## src/rtl/pixart_i2c_responder.sv

```systemverilog
// rtl/pixart_i2c_responder.sv - PixArt IR camera I2C target emulator
// Oversamples SCL/SDA, strobes register writes, and answers reads with an extended-mode blob report.
module pixart_i2c_responder #(
  parameter logic [6:0] I2C_ADDR  = 7'h58,
  parameter int         NUM_BLOBS = 4
) (
  input  logic       clk,
  input  logic       reset,
  input  logic       scl_in,
  input  logic       sda_in,
  output logic       sda_oe,
  input  logic [9:0] x_in,
  input  logic [9:0] y_in,
  input  logic [3:0] size_in,
  input  logic       blob_valid,
  output logic       wr_strobe,
  output logic [7:0] wr_reg,
  output logic [7:0] wr_data,
  output logic       busy
);

  localparam logic [2:0] S_IDLE     = 3'd0;
  localparam logic [2:0] S_ADDR     = 3'd1;
  localparam logic [2:0] S_ADDR_ACK = 3'd2;
  localparam logic [2:0] S_WR_BYTE  = 3'd3;
  localparam logic [2:0] S_WR_ACK   = 3'd4;
  localparam logic [2:0] S_RD_BYTE  = 3'd5;
  localparam logic [2:0] S_RD_ACK   = 3'd6;
  localparam logic [2:0] S_IGNORE   = 3'd7;

  localparam logic [7:0] HEADER_BYTE = 8'h00;
  localparam logic [7:0] REPORT_LEN  = 8'(1 + 3 * NUM_BLOBS);

  logic       scl_meta, scl_cur, scl_prev;
  logic       sda_meta, sda_cur, sda_prev;
  logic [2:0] state;
  logic [3:0] bit_cnt;
  logic [7:0] shift;
  logic [7:0] tx_shift;
  logic [7:0] pointer;
  logic       first_byte;
  logic [7:0] rd_index;
  logic [9:0] snap_x, snap_y;
  logic [3:0] snap_size;
  logic       snap_valid;
  logic [7:0] report_byte;

  logic scl_rise, scl_fall, start_cond, stop_cond;

  assign scl_rise   = ~scl_prev & scl_cur;
  assign scl_fall   = scl_prev & ~scl_cur;
  // SCL must be high in both samples so an SDA edge next to an SCL edge is not a bus condition
  assign start_cond = scl_prev & scl_cur & sda_prev & ~sda_cur;
  assign stop_cond  = scl_prev & scl_cur & ~sda_prev & sda_cur;

  always_comb begin
    report_byte = 8'hFF;
    if (rd_index == 8'd0) begin
      report_byte = HEADER_BYTE;
    end else if (rd_index < REPORT_LEN && snap_valid) begin
      case (rd_index)
        8'd1:    report_byte = snap_x[7:0];
        8'd2:    report_byte = snap_y[7:0];
        8'd3:    report_byte = {snap_y[9:8], snap_x[9:8], snap_size};
        default: report_byte = 8'hFF;
      endcase
    end
  end

  always_ff @(posedge clk) begin
    if (reset) begin
      scl_meta   <= 1'b1;
      scl_cur    <= 1'b1;
      scl_prev   <= 1'b1;
      sda_meta   <= 1'b1;
      sda_cur    <= 1'b1;
      sda_prev   <= 1'b1;
      state      <= S_IDLE;
      bit_cnt    <= 4'd0;
      shift      <= 8'h00;
      tx_shift   <= 8'h00;
      pointer    <= 8'h00;
      first_byte <= 1'b0;
      rd_index   <= 8'h00;
      snap_x     <= 10'd0;
      snap_y     <= 10'd0;
      snap_size  <= 4'd0;
      snap_valid <= 1'b0;
      sda_oe     <= 1'b0;
      busy       <= 1'b0;
      wr_strobe  <= 1'b0;
      wr_reg     <= 8'h00;
      wr_data    <= 8'h00;
    end else begin
      scl_meta  <= scl_in;
      scl_cur   <= scl_meta;
      scl_prev  <= scl_cur;
      sda_meta  <= sda_in;
      sda_cur   <= sda_meta;
      sda_prev  <= sda_cur;
      wr_strobe <= 1'b0;

      if (start_cond) begin
        state   <= S_ADDR;
        bit_cnt <= 4'd0;
        sda_oe  <= 1'b0;
      end else if (stop_cond) begin
        state  <= S_IDLE;
        sda_oe <= 1'b0;
        busy   <= 1'b0;
      end else begin
        case (state)
          S_ADDR: begin
            if (scl_rise && bit_cnt != 4'd8) begin
              shift   <= {shift[6:0], sda_cur};
              bit_cnt <= bit_cnt + 4'd1;
            end else if (scl_fall && bit_cnt == 4'd8) begin
              if (shift[7:1] == I2C_ADDR) begin
                sda_oe <= 1'b1;
                busy   <= 1'b1;
                state  <= S_ADDR_ACK;
              end else begin
                state <= S_IGNORE;
              end
            end
          end
          S_ADDR_ACK: begin
            if (scl_fall) begin
              bit_cnt <= 4'd0;
              if (shift[0]) begin
                snap_x     <= x_in;
                snap_y     <= y_in;
                snap_size  <= size_in;
                snap_valid <= blob_valid;
                rd_index   <= 8'd0;
                tx_shift   <= HEADER_BYTE;
                sda_oe     <= ~HEADER_BYTE[7];
                state      <= S_RD_BYTE;
              end else begin
                sda_oe     <= 1'b0;
                first_byte <= 1'b1;
                state      <= S_WR_BYTE;
              end
            end
          end
          S_WR_BYTE: begin
            if (scl_rise && bit_cnt != 4'd8) begin
              shift   <= {shift[6:0], sda_cur};
              bit_cnt <= bit_cnt + 4'd1;
            end else if (scl_fall && bit_cnt == 4'd8) begin
              sda_oe <= 1'b1;
              state  <= S_WR_ACK;
              if (first_byte) begin
                pointer    <= shift;
                first_byte <= 1'b0;
              end else begin
                wr_strobe <= 1'b1;
                wr_reg    <= pointer;
                wr_data   <= shift;
                pointer   <= pointer + 8'd1;
              end
            end
          end
          S_WR_ACK: begin
            if (scl_fall) begin
              sda_oe  <= 1'b0;
              bit_cnt <= 4'd0;
              state   <= S_WR_BYTE;
            end
          end
          S_RD_BYTE: begin
            if (scl_fall) begin
              if (bit_cnt == 4'd7) begin
                sda_oe <= 1'b0;
                state  <= S_RD_ACK;
              end else begin
                sda_oe   <= ~tx_shift[6];
                tx_shift <= {tx_shift[6:0], 1'b0};
                bit_cnt  <= bit_cnt + 4'd1;
              end
            end
          end
          S_RD_ACK: begin
            // NACK leaves the state before the next fall, so a fall here always follows an ACK
            if (scl_rise) begin
              if (sda_cur) begin
                state  <= S_IGNORE;
                sda_oe <= 1'b0;
              end else if (rd_index != 8'hFF) begin
                rd_index <= rd_index + 8'd1;
              end
            end else if (scl_fall) begin
              tx_shift <= report_byte;
              sda_oe   <= ~report_byte[7];
              bit_cnt  <= 4'd0;
              state    <= S_RD_BYTE;
            end
          end
          default: begin
            sda_oe <= 1'b0;
          end
        endcase
      end
    end
  end

endmodule

```

## config.mk

```make
export PLATFORM = sky130hd
export DESIGN_NAME = pixart_i2c_responder
export DESIGN_NICKNAME = d
export VERILOG_FILES = /design/src/rtl/pixart_i2c_responder.sv
export SDC_FILE = /design/constraint.sdc
export NUM_CORES = 1
export LEC_CHECK = 0
export CAP_MARGIN = 20
export CORE_UTILIZATION = 58
export CTS_BUF_LIST = sky130_fd_sc_hd__clkbuf_4 sky130_fd_sc_hd__clkbuf_8
export CTS_CLUSTER_SIZE = 8
export DETAILED_ROUTE_END_ITERATION = 10
export PLACE_DENSITY = 0.82
export REMOVE_ABC_BUFFERS = 1
export SYNTH_ARGS = -nofsm -noshare
export SYNTH_HDL_FRONTEND = slang
export SYNTH_SLANG_ARGS = --single-unit
```

## constraint.sdc

```tcl
create_clock -name clk -period 2.5 [get_ports clk]
set_input_delay 0.25 -clock clk [delete_from_list [all_inputs] [get_ports clk]]
set_output_delay 0.25 -clock clk [all_outputs]
set_load 0.01 [all_outputs]
```

==> summary.txt <==
Status
  – Status: finished clean

Power and ir drop
  – Power per Cell Area: 657 nW/µm²
  – Switching fraction of total power: 34.4%
  – Net Sw Power: 1160 µW
  – Clk pwr share: 28.6%
  – Seq pwr share: 47.3%
  – Total power: 3380 µW
  – Int Power: 2210 µW
  – Peak VDD IR: 0.000373 V
  – Leak: 0.00179 µW
  – Power share of the combinational group: 24.1%

Timing
  – Crit share post-route: 95.1%
  – Final setup violation count: 0
  – WHS: 0.418 ns
  – RSZ-0062 raised after global routing: no
  – Worst-margin pin slew: 0.744 ns
  – Period minus WS final: 2.38 ns
  – Setup Skew: 0.00720 ns
  – Worst slew margin: 50.4%
  – Fmax: 421 MHz
  – Final Hold Viols: 0
  – Final Max Tran Viols: 0

Yosys
  – Ys async rst share: 0%
  – Yosys cell types: 64
  – Cell Area, Synth: 4370 µm²
  – Synthesized flop and latch total: 89
  – Avg Cell Area, Syn: 8.97 µm²
  – Top post-synthesis cells by area: dfxtp_1 (41%), mux2i_1 (13%), nor2_1 (6.7%), ha_1 (2.9%), nand2_1 (2.4%)
  – Dominant synthesized flop cell: dfxtp_1
  – Share of the synthesized area in the top cell type: 40.8%
  – Most frequent cell after synthesis: dfxtp_1
  – Commonest cells post-synth: dfxtp_1 (89), nor2_1 (78), mux2i_1 (58)
  – Post-synth EDFFs: 0
  – Post-synthesis sequential area ratio: 40.8%
  – Synth warn: 0
  – Yosys top cell by area: dfxtp_1
  – Synth Instances: 487

Cells and area
  – Register area: 1780 µm²
  – Layout cell share with drive strength beyond 1: 10.1%
  – Area of the multi-input gates: 2410 µm²
  – Area Overhead vs Synth: 17.7%
  – Diode count: 0
  – Largest registers: snap_x: 10 flops, snap_y: 10 flops
  – Nets: 568
  – Fillers: 597

Die
  – Effective utilization at floorplan: 60.2%
  – I/O pin total: 48
  – Die area: 7880 µm²
  – Die Wd: 88.8 µm
  – Die extent in y: 88.8 µm
  – Core footprint: 7250 µm²
  – Row count: 31

Placement
  – Input/output buffers: 47
  – HPWL Detailed: 6.65 mm
  – GP Congestion: 0.942

Detailed routing
  – Routed vias: 3,758
  – Drt via density: 5.94
  – DR pass1 iterations: 4
  – Post-route ant nets: 0
  – Total Wirelength: 9.54 mm
  – Wire per inst: 15.1 µm
  – Remaining routing DRC violations: 0
  – DR iter-0 viols: 265

Worst setup path
  – Arrival time worst endpoint: 2.64 ns
  – CP Capture Type: flip-flop
  – WP data required: 2.76 ns
  – Setup CP Type: flip-flop to flip-flop
  – CP startpoint kind: flip-flop
  – Critical Path Fanout Max: 16

CTS
  – CTS resizes: 0
  – CTS buffer count: 9
  – CTS tree: built
  – # hold bufs at CTS: 0
  – Clock transition at path regs: 0.10 ns
  – Post-CTS setup buffers: 0
  – Clk root buf: clkbuf_8
  – CTS Buffer Depth: 2
  – Max H-tree Level: 3
  – Worst-skew pair later-pin latency: 0.37 ns
  – Clk sinks: 89

GRT
  – Vias in the first global route: 3,444
  – Largest net degree at the start of global routing: 42
  – First-pass GRT wire length: 15.9 mm
  – Initial antenna violation count: 0
  – Met2 Use GR: 43.8%
  – GRT busiest layer: met2
  – GRT Total Usage: 26.1%
  – GRT met3 Usage: 4.66%
  – Met1 GRT Util: 33.1%
  – Global route total overflow: 0

Hold path
  – Class of the worst hold path: flip-flop to flip-flop

Flow run
  – Max Cap Viol: 0
[power by group through the flow]
stage	clock (µW)	combinational, µW	sequential [µW]
2_1_floorplan	0	491	1640
3_3_place_gp	0	773	1620
3_5_place_dp	0	791	1620
4_1_cts	985	799	1590
5_1_grt	1050	889	1610
6_report	967	812	1600
[cells in the final DEF (no fill, tap or decap), types with 5 or more instances in the layout]
| cell type | instances |
|---|---|
| a22o_1 | 5 |
| o21ai_0 | 18 |
| a21oi_1 | 12 |
| and3_1 | 10 |
| nor2_1 | 78 |
| ha_1 | 10 |
| a31oi_1 | 5 |
| nor3_1 | 5 |
| buf_4 | 14 |
| inv_1 | 9 |
| or2_2 | 9 |
| dfxtp_1 | 89 |
| clkbuf_8 | 9 |
| and2_1 | 7 |
| nand3b_1 | 5 |
| nand2_1 | 28 |
| o21a_1 | 5 |
| a211oi_1 | 5 |
| clkdlybuf4s50_1 | 46 |
| o211ai_1 | 6 |
| nand3_1 | 17 |
| mux2i_1 | 58 |
| a22oi_1 | 6 |
[worst max-delay path, cell delays in order, from the launching register on]
cell and delay, ns:
dfxtp_1 0.35, inv_1 0.07, ha_1 0.32, nand4b_1 0.27, or4_4 0.63, nor2_8 0.32
mux2i_1 0.25, nor2_1 0.05
[final timing paths]
kind / from / end / slack [ns] / cells past startpoint
max: scl_cur$_SDFF_PP1_ / wr_data[5]$_SDFFE_PP0P_ / 0.12 / 7
min: sda_meta$_SDFF_PP1_ / sda_cur$_SDFF_PP1_ / 0.42 / 1
max reg2reg: scl_cur$_SDFF_PP1_ / wr_data[5]$_SDFFE_PP0P_ / 0.12 / 7
min reg2reg: sda_meta$_SDFF_PP1_ / sda_cur$_SDFF_PP1_ / 0.42 / 1
[layer usage]
metal / vias to the layer above / routed length, µm
met2: 119 / 4640
met1: 1790 / 4230
met3: 17 / 457
met4: 0 / 205
met5: - / 0
li1: 1832 / -
[through the flow]
stage	setup WS (ns)	util (%)	std cells	instance area (µm²)	setup TNS [ns]
2_1_floorplan	-5.18	-	456	4220	-163.35
3_3_place_gp	0.296	68.1	617	4940	0
3_5_place_dp	0.156	68.1	617	4940	0
4_1_cts	0.133	70.9	633	5140	0
5_1_grt	0.0297	70.9	633	5140	0
6_report	0.122	70.9	633	5140	0
[final cells by class]
cell class / instances / area share, %
Clock buffer: 9 / 2.41
Multi-Input combinational cell: 358 / 46.9
Sequential cell: 89 / 34.7
Tap cell: 99 / 2.41
Inverter: 9 / 0.657
Timing Repair Buffer: 62 / 11.5
Clock inverter: 7 / 1.51
[cell families (layout without fill, tap and decap cells)]
| family | after synthesis | count (layout) | share of synthesized area [%] |
|---|---|---|---|
| AOI/OAI and AO/OA | 98 | 98 | 16.4 |
| DFF | 89 | 89 | 40.8 |
| adders and majority gates | 10 | 10 | 2.86 |
| and+or+nand+nor | 187 | 187 | 21.4 |
| buffers and inverters | 40 | 87 | 4.18 |
| muxes | 58 | 58 | 13.3 |
| xor gates and xnor gates | 5 | 5 | 1.00 |
(Power assumes the default switching activity.)
